## src/rtl/alu_issue_decoder.sv

```systemverilog
// RV32I ALU-lane decoder feeding a DEPTH-entry micro-op FIFO; optional push counters via ALU_ISSUE_DECODER_STATS_EN.
// Latency 1 cycle in->head; in_ready drops only when full (no full-bypass), head held while out_ready is low.
module alu_issue_decoder #(
  parameter int DEPTH = 4,
  parameter int WIDTH = 32,
  parameter int OP    = 4
) (
  input  logic                     clk,
  input  logic                     rst_n,
  input  logic                     flush,
  input  logic                     in_valid,
  output logic                     in_ready,
  input  logic [WIDTH-1:0]         in_instr,
  input  logic [WIDTH-1:0]         in_pc,
  output logic                     out_valid,
  input  logic                     out_ready,
  output logic [OP-1:0]            out_op,
  output logic [4:0]               out_rs1,
  output logic [4:0]               out_rs2,
  output logic [4:0]               out_rd,
  output logic [WIDTH-1:0]         out_imm,
  output logic                     out_use_imm,
  output logic [4:0]               out_shamt,
  output logic                     out_illegal,
  output logic [WIDTH-1:0]         out_pc,
  output logic [$clog2(DEPTH):0]   count
`ifdef ALU_ISSUE_DECODER_STATS_EN
  ,
  output logic [31:0]              stat_decoded,
  output logic [31:0]              stat_illegal
`endif
);
  localparam int AW = $clog2(DEPTH);
  localparam int CW = AW + 1;

  localparam logic [OP-1:0] OP_ADD = OP'(0);
  localparam logic [OP-1:0] OP_SUB = OP'(1);
  localparam logic [OP-1:0] OP_SLL = OP'(2);
  localparam logic [OP-1:0] OP_SRL = OP'(4);
  localparam logic [OP-1:0] OP_SRA = OP'(5);
  localparam logic [OP-1:0] OP_XOR = OP'(6);
  localparam logic [OP-1:0] OP_OR  = OP'(7);
  localparam logic [OP-1:0] OP_AND = OP'(8);
  localparam logic [OP-1:0] OP_BEQ = OP'(9);
  localparam logic [OP-1:0] OP_BNE = OP'(10);
  localparam logic [OP-1:0] OP_BLT = OP'(11);
  localparam logic [OP-1:0] OP_BGE = OP'(12);
  localparam logic [OP-1:0] OP_SLT = OP'(13);

  typedef struct packed {
    logic [OP-1:0]    op;
    logic [4:0]       rs1;
    logic [4:0]       rs2;
    logic [4:0]       rd;
    logic [WIDTH-1:0] imm;
    logic             use_imm;
    logic [4:0]       shamt;
    logic             illegal;
    logic [WIDTH-1:0] pc;
  } uop_t;

  // funct3 map shared by R-type and I-type; alt picks sub/sra.
  function automatic logic [OP-1:0] alu_op(input logic [2:0] f3, input logic alt);
    case (f3)
      3'b000:  alu_op = alt ? OP_SUB : OP_ADD;
      3'b001:  alu_op = OP_SLL;
      3'b010:  alu_op = OP_SLT;
      3'b100:  alu_op = OP_XOR;
      3'b101:  alu_op = alt ? OP_SRA : OP_SRL;
      3'b110:  alu_op = OP_OR;
      3'b111:  alu_op = OP_AND;
      default: alu_op = OP_ADD;
    endcase
  endfunction

  logic [6:0] opcode;
  logic [2:0] f3;
  logic [6:0] f7;
  logic       f7_ok;
  uop_t       dec;

  assign opcode = in_instr[6:0];
  assign f3     = in_instr[14:12];
  assign f7     = in_instr[31:25];
  assign f7_ok  = (f7 == 7'b0000000) ||
                  (f7 == 7'b0100000 && (f3 == 3'b000 || f3 == 3'b101));

  always_comb begin
    dec         = '0;
    dec.rs1     = in_instr[19:15];
    dec.rs2     = in_instr[24:20];
    dec.rd      = in_instr[11:7];
    dec.pc      = in_pc;
    dec.illegal = 1'b1;
    case (opcode)
      7'b0110011: begin
        if (f7_ok && f3 != 3'b011) begin
          dec.illegal = 1'b0;
          dec.op      = alu_op(f3, f7[5]);
        end
      end
      7'b0010011: begin
        if (f3 != 3'b011) begin
          dec.illegal = 1'b0;
          dec.use_imm = 1'b1;
          dec.op      = alu_op(f3, (f3 == 3'b101) && in_instr[30]);
          dec.imm     = {{(WIDTH-12){in_instr[31]}}, in_instr[31:20]};
          if (f3 == 3'b001 || f3 == 3'b101) dec.shamt = in_instr[24:20];
        end
      end
      7'b1100011: begin
        if (f3 == 3'b000 || f3 == 3'b001 || f3 == 3'b100 || f3 == 3'b101) begin
          dec.illegal = 1'b0;
          dec.rd      = 5'd0;
          dec.imm     = {{(WIDTH-13){in_instr[31]}}, in_instr[31], in_instr[7],
                         in_instr[30:25], in_instr[11:8], 1'b0};
          case (f3)
            3'b000:  dec.op = OP_BEQ;
            3'b001:  dec.op = OP_BNE;
            3'b100:  dec.op = OP_BLT;
            default: dec.op = OP_BGE;
          endcase
        end
      end
      default: ;
    endcase
  end

  uop_t          mem_q [DEPTH];
  uop_t          mem_d [DEPTH];
  logic [AW-1:0] wr_ptr_q, wr_ptr_d, rd_ptr_q, rd_ptr_d;
  logic [CW-1:0] count_q, count_d;
  logic          push, pop;

  assign in_ready  = (count_q != CW'(DEPTH));
  assign out_valid = (count_q != '0);
  assign push      = in_valid && in_ready && !flush;
  assign pop       = out_valid && out_ready && !flush;

  always_comb begin
    mem_d    = mem_q;
    wr_ptr_d = wr_ptr_q;
    rd_ptr_d = rd_ptr_q;
    count_d  = count_q;
    if (flush) begin
      wr_ptr_d = '0;
      rd_ptr_d = '0;
      count_d  = '0;
    end else begin
      if (push) begin
        mem_d[wr_ptr_q] = dec;
        wr_ptr_d        = wr_ptr_q + AW'(1);
      end
      if (pop) rd_ptr_d = rd_ptr_q + AW'(1);
      if (push && !pop) count_d = count_q + CW'(1);
      else if (!push && pop) count_d = count_q - CW'(1);
    end
  end

  always_ff @(posedge clk or negedge rst_n) begin
    if (!rst_n) begin
      for (int i = 0; i < DEPTH; i++) mem_q[i] <= '0;
      wr_ptr_q <= '0;
      rd_ptr_q <= '0;
      count_q  <= '0;
    end else begin
      mem_q    <= mem_d;
      wr_ptr_q <= wr_ptr_d;
      rd_ptr_q <= rd_ptr_d;
      count_q  <= count_d;
    end
  end

  uop_t head;
  assign head        = mem_q[rd_ptr_q];
  assign out_op      = head.op;
  assign out_rs1     = head.rs1;
  assign out_rs2     = head.rs2;
  assign out_rd      = head.rd;
  assign out_imm     = head.imm;
  assign out_use_imm = head.use_imm;
  assign out_shamt   = head.shamt;
  assign out_illegal = head.illegal;
  assign out_pc      = head.pc;
  assign count       = count_q;

`ifdef ALU_ISSUE_DECODER_STATS_EN
  // Counters survive flush: they measure accepted traffic, not queue contents.
  logic [31:0] stat_decoded_q, stat_decoded_d, stat_illegal_q, stat_illegal_d;

  always_comb begin
    stat_decoded_d = stat_decoded_q;
    stat_illegal_d = stat_illegal_q;
    if (push && !dec.illegal) stat_decoded_d = stat_decoded_q + 32'd1;
    if (push && dec.illegal)  stat_illegal_d = stat_illegal_q + 32'd1;
  end

  always_ff @(posedge clk or negedge rst_n) begin
    if (!rst_n) begin
      stat_decoded_q <= '0;
      stat_illegal_q <= '0;
    end else begin
      stat_decoded_q <= stat_decoded_d;
      stat_illegal_q <= stat_illegal_d;
    end
  end

  assign stat_decoded = stat_decoded_q;
  assign stat_illegal = stat_illegal_q;
`endif
endmodule

```

## config.mk

```make
export PLATFORM = sky130hd
export DESIGN_NAME = alu_issue_decoder
export DESIGN_NICKNAME = d
export VERILOG_FILES = /design/src/rtl/alu_issue_decoder.sv
export SDC_FILE = /design/constraint.sdc
export NUM_CORES = 1
export LEC_CHECK = 0
export ABC_AREA = 1
export CAP_MARGIN = 25
export CORE_ASPECT_RATIO = 1.4
export CORE_UTILIZATION = 30
export DETAILED_ROUTE_END_ITERATION = 10
export PLACE_DENSITY = 0.58
export SLEW_MARGIN = 20
export SYNTH_ARGS = -nofsm -noshare
export SYNTH_HDL_FRONTEND = slang
export SYNTH_SLANG_ARGS = --single-unit
```

## constraint.sdc

```tcl
create_clock -name clk -period 5.1 [get_ports clk]
set_input_delay 0.765 -clock clk [delete_from_list [all_inputs] [get_ports clk]]
set_output_delay 0.765 -clock clk [all_outputs]
set_load 0.02 [all_outputs]
```

-- Yosys cells after proc, flatten, opt, wreduce, memory -nomap -nowiden
Cells that the tools add are included.
- bits in latches: 0
- memory bits (read-only): 0
- logic and storage cells: 120
- bits of input ports: 69
- bits in registers: 367
- memory bits (writable): 0
- output and inout port bits: 95
- memories kept: 0
- muxes and demuxes: 33
- order comparisons: 3
- eq/ne operators: 12
- reduce and logical (&&, ||, !) cells: 26
- divide/modulo/power cells: 0
- bitwise logic cells: 3
- multipliers: 0
- add/subtract/negate cells: 4
- shift-type cells: 0
- operators by type and width (operator ; count):
    $bwmux 360 ; 1
    $mux 90 ; 3
    $bmux 90 s2 ; 1
    $demux 90 s2 ; 1
    $pmux 32 s2 ; 1
    $pmux 4 s7 ; 2
    $mux 39 ; 1
    $mux 37 ; 1
    $eq 7x6->1 const B ; 2
    $eq 3x3->1 const B ; 4
    $mux 4 ; 3
    $pmux 4 s3 ; 1
    $logic_and 1x1->1 ; 10
    $mux 5 ; 2
    $mux 3 ; 3
    $pmux 3 s3 ; 1
    $mux 2 ; 4
    $eq 7x5->1 const B ; 1
    $eq 7x7->1 const B ; 1
    $logic_not 7->1 ; 1
    $ge 3x3->1 const B ; 2
    $logic_or 1x1->1 ; 6
    $mux 1 ; 6
    $mux 6 ; 1
    16 further kinds ; 22

-- Logic depth before layout (Yosys ltp)
Gate-level depths: netlist of the first run.
- depth in word-level cells: 8
- depth in mapped cells: 12
- depth with buffers taken out: 12

-- Least setup slack after synthesis of the first run
No wires, ideal clock.
- kind: flip-flop to output port
- start: reg rd_ptr_q[0]
- end: out out_imm[13]
- arrival time: 2.423 ns
- path buffers: 4
- data required time: 4.335 ns
- stages on the path, launching flop included: 7
- path slack: 1.912 ns
- path through: dfrtp_1 -> buf_2 -> clkbuf_1 -> clkbuf_1 -> nor2_1 -> o22ai_1 -> buf_4
- cells in the longest elaborated chain, start to end: 4
- RTL lines (what ; RTL line ; text):
    from (decl) ; 131 ; logic [AW-1:0] wr_ptr_q, wr_ptr_d, rd_ptr_q, rd_ptr_d;
    from (signal assigned) ; 169 ; rd_ptr_q <= rd_ptr_d;
    $not 2->3 (implied by the code) ; 175 ; assign head = mem_q[rd_ptr_q];
    $bmux 90 s2 ; 175 ;
    $mux 90 (implied by the code) (2 in series) ; 175 ;
    to (decl) ; 21 ; output logic [WIDTH-1:0] out_imm,
Every way passes these cells. The select of a mux whose other input is x is not followed.

-- Final worst setup path of the first run
- start: reg rd_ptr_q[1]
- end: out out_imm[20]
The elaborated chain is that of the path after synthesis.

==> summary.md, run 1 <==
| Metric | Value |
|---|---|
| CP startpoint kind | `flip-flop` |
| Final weighted congestion of routability-driven global placement | `between 0.8 and 0.9` |
| Starting density of the core | `between 30% and 40%` |
| Portion of the post-synthesis area used by sequential elements | `54.5%` |
| Overflow left after global routing | `0` |
| Worst setup skew after layout | `approximately 0.0065 ns` |
| Sum Neg Setup Slack | `0 ns` |
| Required time at the endpoint of the critical path | `~4.3 ns` |
| Pin count of the biggest net entering global routing | `approximately 110` |
| Cells taking the most area after synthesis | `dfrtp_1 54%, nand2_1 15%, o21ai_0 11%` |
| Die area | `around 45000 um2` |
| Portion of the clock cycle consumed by the worst path in the final layout | `about four fifths` |
| Violation count after the first detailed-route iteration | `760` |
| Fin. Hold Viols | `0` |
| Area delta synth->final | `21.5%` |
| Setup slack at placement | `1.62 ns` |
| Number of buffers created by CTS | `31` |
| Count of vias placed by the detailed router | `11400` |
| Clock slew at reported path FFs | `0.06 ns` |
| Result of the run | `finished, final reports clean` |
| Number of antenna violations at the first check in global routing | `0` |
| Type of element capturing the critical path | `output port` |
| Initial DRT Pass Iterations | `5` |
| Critical path class | `flip-flop to output port` |
| Clock latency on the worst-skew pair | `~0.56 ns` |
| Top cell type's share of synthesized area | `54.5%` |
| Setup violators final | `0` |
| Synthesized area per cell | `around 8 um2` |
| RSZ-0062 raised after global routing | `false` |
| Avg WL per Cell | `roughly 17 um` |
| Final count of pins violating max slew | `0` |
| Warning count from the yosys run | `0` |
| Power density over cell area | `around 550 nW/um2` |
| F_max | `approximately 240 MHz` |
| Antenna cells | `0` |
| Count of flip-flops with a built-in enable after synthesis | `0` |
| Clock tree from TritonCTS | `done` |
| CTS Root Buffer Type | `clkbuf_16` |
| Vias in the first global route | `approximately 11000` |
| Unique masters post-synth | `25` |
| Worst hold path type | `input port to asynchronous set/reset pin` |
| Number of setup buffers added after CTS | `0` |
| Synth Cell Area | `between 10000 and 15000 um2` |
| Predominant post-synthesis flop cell | `dfrtp_1` |
| Tightest Pin Transition | `between 0.9 and 1 ns` |
| Worst endpoint data arrival time | `between 3 and 4 ns` |
| Instance count after placement with tap cells included | `between 2000 and 2500` |
| Max-cap violations | `0` |
| Cell type contributing the most total cell area after synthesis | `dfrtp_1` |
| Core Box Area | `43900 um2` |
| Most frequent cell after synthesis | `nand2_1` |
| FP Rows | `between 90 and 100` |
| Most common library cells after synthesis | `542 x nand2_1, 291 x dfrtp_1, 289 x o21ai_0` |
| Synth Net Count | `~1700` |
| Number of I/O port buffers | `roughly 160` |
| Final net count | `1818` |
| Ports | `between 150 and 200` |
| Worst supply voltage drop on vdd | `0.285 mV` |
| Die boundary width | `180 um` |
| Share of final-layout standard cells stronger than drive strength 1 | `~4.4%` |
| Total wire length | `about 40000 um` |
| Final worst-path setup slack | `between 1 and 1.5 ns` |
| TritonCTS sink count | `around 290` |
| ANT nets after route | `0` |
| Gate count of the mapped netlist | `approximately 1700` |
| Max Fanout on Critical Path | `38` |
| Period minus WS final | `~4.1 ns` |
| Final Instance Count excl. Fillers | `2324` |
| Quantity of hold-fixing buffers added after cts | `0` |
| Leakage component of the power | `slightly below 8 nW` |
| Detailed placer's ending HPWL | `between 20000 and 25000 um` |
| Global-route wire length before repair | `62900 um` |
| Die height | `252 um` |
| Share of synthesized flip-flops with an asynchronous set or reset | `100%` |
| Tightest slew margin relative to the limit | `between 30% and 40%` |
| CTS Buffer Depth | `3` |
| DRC Markers | `0` |
| Flops & latches, synth | `slightly below 300` |
| Cts repair resizes | `0` |
| All-layer global routing usage | `between 10% and 20%` |
| Drt via density | `4.89` |
| Depth of the worst register-to-register path | `7` |
| Level count of the clock H-tree | `1` |
## final cells by class
class	count	area [um2]
Inverter	87	329
Clock buffer	46	892
Sequential cell	291	7290
Fill cell	4536	27700
Multi-Input combinational cell	1156	5090
Timing Repair Buffer	177	1780
Tap cell	558	698
Clock inverter	9	151
## critical path: stages (launching register included)
cell	delay [ns]
dfrtp_2	0.90
buf_4	0.57
o21ai_0	0.18
o22ai_1	0.21
buf_4	0.24
clkdlybuf4s50_1	0.64
## path summary, 6_finish.rpt
kind | startpoint | end | slack [ns]
worst min register to register | mem_q[125] | mem_q[125] | 0.47
worst max-delay path | rd_ptr_q[1] | out_imm[20] | 1.00
worst max register to register | count[0] | mem_q[290] | 2.59
worst min-delay path | rst_n | mem_q[343] | 0.26
max in group asynchronous | rst_n | rd_ptr_q[0] | 3.68
min in group clk | mem_q[125] | mem_q[125] | 0.47
## kinds of logic after synthesis
| family | after synthesis | share of synthesized area (%) |
|---|---|---|
| AOI/OAI and AO/OA | 407 | 15.9 |
| xor gates and xnor gates | 1 | 0.0656 |
| adders and majority gates | 5 | 0.524 |
| buffers and inverters | 209 | 7.39 |
| DFF | 291 | 54.5 |
| and+or+nand+nor | 743 | 21.6 |
## state kept, by name, summed over array words and instances (netlist names)
name / flops
mem_q: 284
count: 3
rd_ptr_q: 2
wr_ptr_q: 2
## stage by stage
stage | total power (W) | util, % | hold slack (ns) | cell area, um2
floorplan | 0.00529 | - | 0.444 | 13400
global placement | 0.00656 | 34.6 | 0.458 | 15200
detailed placement | 0.00662 | 34.6 | 0.461 | 15200
CTS | 0.00899 | 36.9 | 0.308 | 16200
global route | 0.00945 | 36.9 | 0.325 | 16200
finish | 0.00888 | 36.9 | 0.261 | 16200
## metal layers
metal / global-route usage (%) / part of all wire [%] / vias to the layer above
met2: 30.6 / 49 / 343
met3: 2.38 / 4.9 / 72
met1: 21.4 / 42 / 5454
met5: 0 / 0 / -
li1: - / - / 5491
met4: 6.72 / 3.1 / 0
## where the power goes
part           switching [W]  internal, W  total, W
clock               0.000935      0.00140   0.00234
sequential          0.000378      0.00300   0.00338
combinational        0.00185      0.00131   0.00316
total                0.00316      0.00572   0.00888
## placed cells by master (no fill, tap or decap), drive strengths merged
| cell type | synthesis | layout |
|---|---|---|
| clkinvlp | 0 | 1 |
| inv | 86 | 88 |
| a21oi | 2 | 2 |
| nand2 | 549 | 549 |
| dfrtp | 291 | 291 |
| ha | 4 | 4 |
| nand3b | 1 | 1 |
| nor3 | 4 | 4 |
| clkinv | 1 | 3 |
| o22ai | 75 | 75 |
| bufinv | 0 | 4 |
| xnor2 | 1 | 1 |
| o21ai | 330 | 330 |
| nand4 | 2 | 2 |
| buf | 61 | 15 |
| clkbuf | 61 | 46 |
| fa | 1 | 1 |
| nand3 | 17 | 17 |
| clkdlybuf4s50 | 0 | 162 |
| nor2 | 170 | 170 |
(Power assumes the default switching activity.)
==> inputs of run 2 (changes only) <==
clock period = 4.05 ns   (was 5.1 ns; I/O delays follow)
==> run 2 against run 1 <==
  * Core utilization rose by 0.13 points
  * Final area rose by 0.35%
  * Via count rose by 0.41%
  * Non-clock buffer count rose by 7
  * Largest power group unchanged
  * Hold slack got worse by 0.18 ns
  * Critical path depth did not move
  * Sequential share of layout area fell by 0.16 points
==> summary.md, run 2 (synthesis results as in run 1) <==
| Metric | Value |
|---|---|
| Result of the run | `finished, final reports clean` |
| Proportion of power drawn by combinational gates | `36.0% (+0.4 points)` |
| Required time at the endpoint of the critical path | `3.44 ns (-0.90 ns)` |
| Clock tree from TritonCTS | `done` |
| Portion of the clock cycle consumed by the worst path in the final layout | `about 88%` |
| Antenna cells | `0 (unchanged)` |
| Critical path class | `flip-flop to output port` |
| Number of fillers in the final layout | `4586 (+1.1%)` |
| CTS Buffer Depth | `3 (unchanged)` |
| Number of I/O port buffers | `163 (unchanged)` |
| Total wire length | `39300 um (+1.0%)` |
| Series of cell instances along the critical path | `buf_4 > o21ai_0 > o22ai_1 > buf_4 > clkdlybuf4s50_1` |
| Avg WL per Cell | `16.8 um (+0.61%)` |
| ANT nets after route | `0 (unchanged)` |
| Worst path slowest cell | `buf_4` |
| Die area | `45400 um2 (unchanged)` |
| Number of setup buffers added after CTS | `0 (unchanged)` |
| Combined area of the multi-input logic cells | `5090 um2 (unchanged)` |
| Worst hold path type | `input port to asynchronous set/reset pin` |
| FP Rows | `91 (unchanged)` |
| DRC Markers | `0 (unchanged)` |
| Psw | `0.00403 W (+27%)` |
| Tightest Pin Transition | `0.960 ns (+0.0257 ns)` |
| Drt via density | `4.89 (about the same)` |
| Switching Share | `36.0% (+0.41 points)` |
| Max-cap violations | `0 (unchanged)` |
| Final weighted congestion of routability-driven global placement | `0.784 (-2.1%)` |
| Detailed placer's ending HPWL | `23900 um (+2.8%)` |
| TritonCTS sink count | `291 (unchanged)` |
| Violation count after the first detailed-route iteration | `817 (+7.5%)` |
| Final count of pins violating max slew | `0 (unchanged)` |
| Number of antenna violations at the first check in global routing | `0 (unchanged)` |
| Register with the most flip-flops | `mem_q` |
| Cts repair resizes | `0 (unchanged)` |
| Clk pwr share | `25.8% (-0.5 points)` |
| Setup violators final | `0 (unchanged)` |
| Fin. Hold Viols | `0 (unchanged)` |
| Area taken by flip-flops and latches | `7290 um2 (unchanged)` |
| Tightest slew margin relative to the limit | `36.0% (-1.7 points)` |
| Die height | `252 um (unchanged)` |
| Core Box Area | `43900 um2 (unchanged)` |
| Max FFs per register | `284 (unchanged)` |
| Number of buffers created by CTS | `31 (unchanged)` |
| Worst endpoint data arrival time | `2.95 ns (-0.38 ns)` |
| F_max | `about 280 MHz` |
| Sum Neg Setup Slack | `0 ns (unchanged)` |
| Worst setup skew after layout | `0.0101 ns (+0.00360 ns)` |
| Starting density of the core | `30.4% (unchanged)` |
| Type of element capturing the critical path | `output port` |
| Most frequent cells in the layout | `542 x nand2_1, 289 x o21ai_0, 289 x dfrtp_1, 169 x nor2_1, 162 x clkdlybuf4s50_1` |
| Period minus WS final | `about 3.6 ns` |
| Share of final-layout standard cells stronger than drive strength 1 | `4.85% (+0.43 points)` |
| Most common library cell in the layout ignoring fill and taps | `nand2_1` |
| Clock latency on the worst-skew pair | `0.57 ns (about the same)` |
| Max Fanout on Critical Path | `71 (+87%)` |
| Register share of total power | `38.2% (about the same)` |
| Cell type with the highest occurrence count on the critical path | `buf_4` |
| Leakage component of the power | `7.99 nW (+0.43%)` |
| Ports | `164 (unchanged)` |
| CP startpoint kind | `flip-flop` |
| Global-route wire length before repair | `63500 um (+0.94%)` |
| Worst supply voltage drop on vdd | `0.317 mV (+11%)` |
| Overflow left after global routing | `0 (unchanged)` |
| Initial DRT Pass Iterations | `5 (unchanged)` |
| RSZ-0062 raised after global routing | `false` |
| All-layer global routing usage | `17.5% (+0.18 points)` |
| Clock slew at reported path FFs | `0.06 ns (about the same)` |
| Worst hold slack across all endpoints | `0.0779 ns (-0.183 ns)` |
| Level count of the clock H-tree | `1 (unchanged)` |
| Total internal power | `0.00715 W (+25%)` |
| CTS Root Buffer Type | `clkbuf_16` |
| Vias in the first global route | `11700 (+2.5%)` |
| Power density over cell area | `687 nW/um2 (+26%)` |
| Final net count | `1825 (+0.39%)` |
| Count of vias placed by the detailed router | `11400 (+0.41%)` |
| Die boundary width | `180 um (unchanged)` |
| Final design utilization | `37.1% (+0.13 points)` |
| Area delta synth->final | `21.9%` |
| Quantity of hold-fixing buffers added after cts | `0 (unchanged)` |
| Slowest cell delay on critical path | `0.68 ns (-0.22 ns)` |
| Pin count of the biggest net entering global routing | `111 (unchanged)` |
run 2: power groups by stage:
stage          Sequential (W)  Clock [W]  Combinational [W]
2_1_floorplan         0.00417          0            0.00249
6_report              0.00427    0.00288            0.00403
5_1_grt               0.00438    0.00308            0.00445
3_3_place_gp          0.00428          0            0.00402
3_5_place_dp          0.00431          0            0.00408
4_1_cts               0.00427    0.00298            0.00410
run 2: path summary, 6_finish.rpt:
kind	startpoint	endpoint	slack, ns	depth (start not counted)
max in group asynchronous	rst_n	mem_q[224]	2.92	2
min in group clk	mem_q[225]	mem_q[225]	0.47	2
setup / recovery	rd_ptr_q[1]	out_imm[25]	0.49	5
hold reg to reg	mem_q[225]	mem_q[225]	0.47	2
setup reg to reg	count[1]	mem_q[15]	1.91	7
hold / removal	rst_n	mem_q[82]	0.08	1
run 2: cell type report:
| type | count | area share [%] |
|---|---|---|
| Clock buffer | 46 | 5.42 |
| Multi-Input combinational cell | 1156 | 31.3 |
| Tap cell | 558 | 4.29 |
| Sequential cell | 291 | 44.7 |
| Clock inverter | 11 | 0.860 |
| Timing Repair Buffer | 184 | 11.4 |
| Inverter | 87 | 2.02 |
run 2: routing by layer:
metal / share of wire, % / up-vias / track usage, %
met2: 50 / 330 / 31.8
met4: 3.6 / 0 / 7.35
li1: - / 5517 / -
met5: 0 / - / 0
met3: 4.8 / 84 / 2.25
met1: 42 / 5476 / 20.8
run 2: per-stage QoR:
stage               setup slack [ns]  instances  cell area (um2)  power [W]
floorplan                       1.02       1656            13400    0.00666
global placement                1.08       2276            15300    0.00830
detailed placement              1.06       2276            15300    0.00839
CTS                            0.433       2333            16300     0.0113
global route                   0.268       2333            16300     0.0119
finish                         0.488       2333            16300     0.0112
run 2: critical path: cells and delay by family, from the launching register on:
kind,cells,cell delay (ns)
AOI/OAI and AO/OA,2,0.45
buffers and inverters,3,1.55
DFF,1,0.36
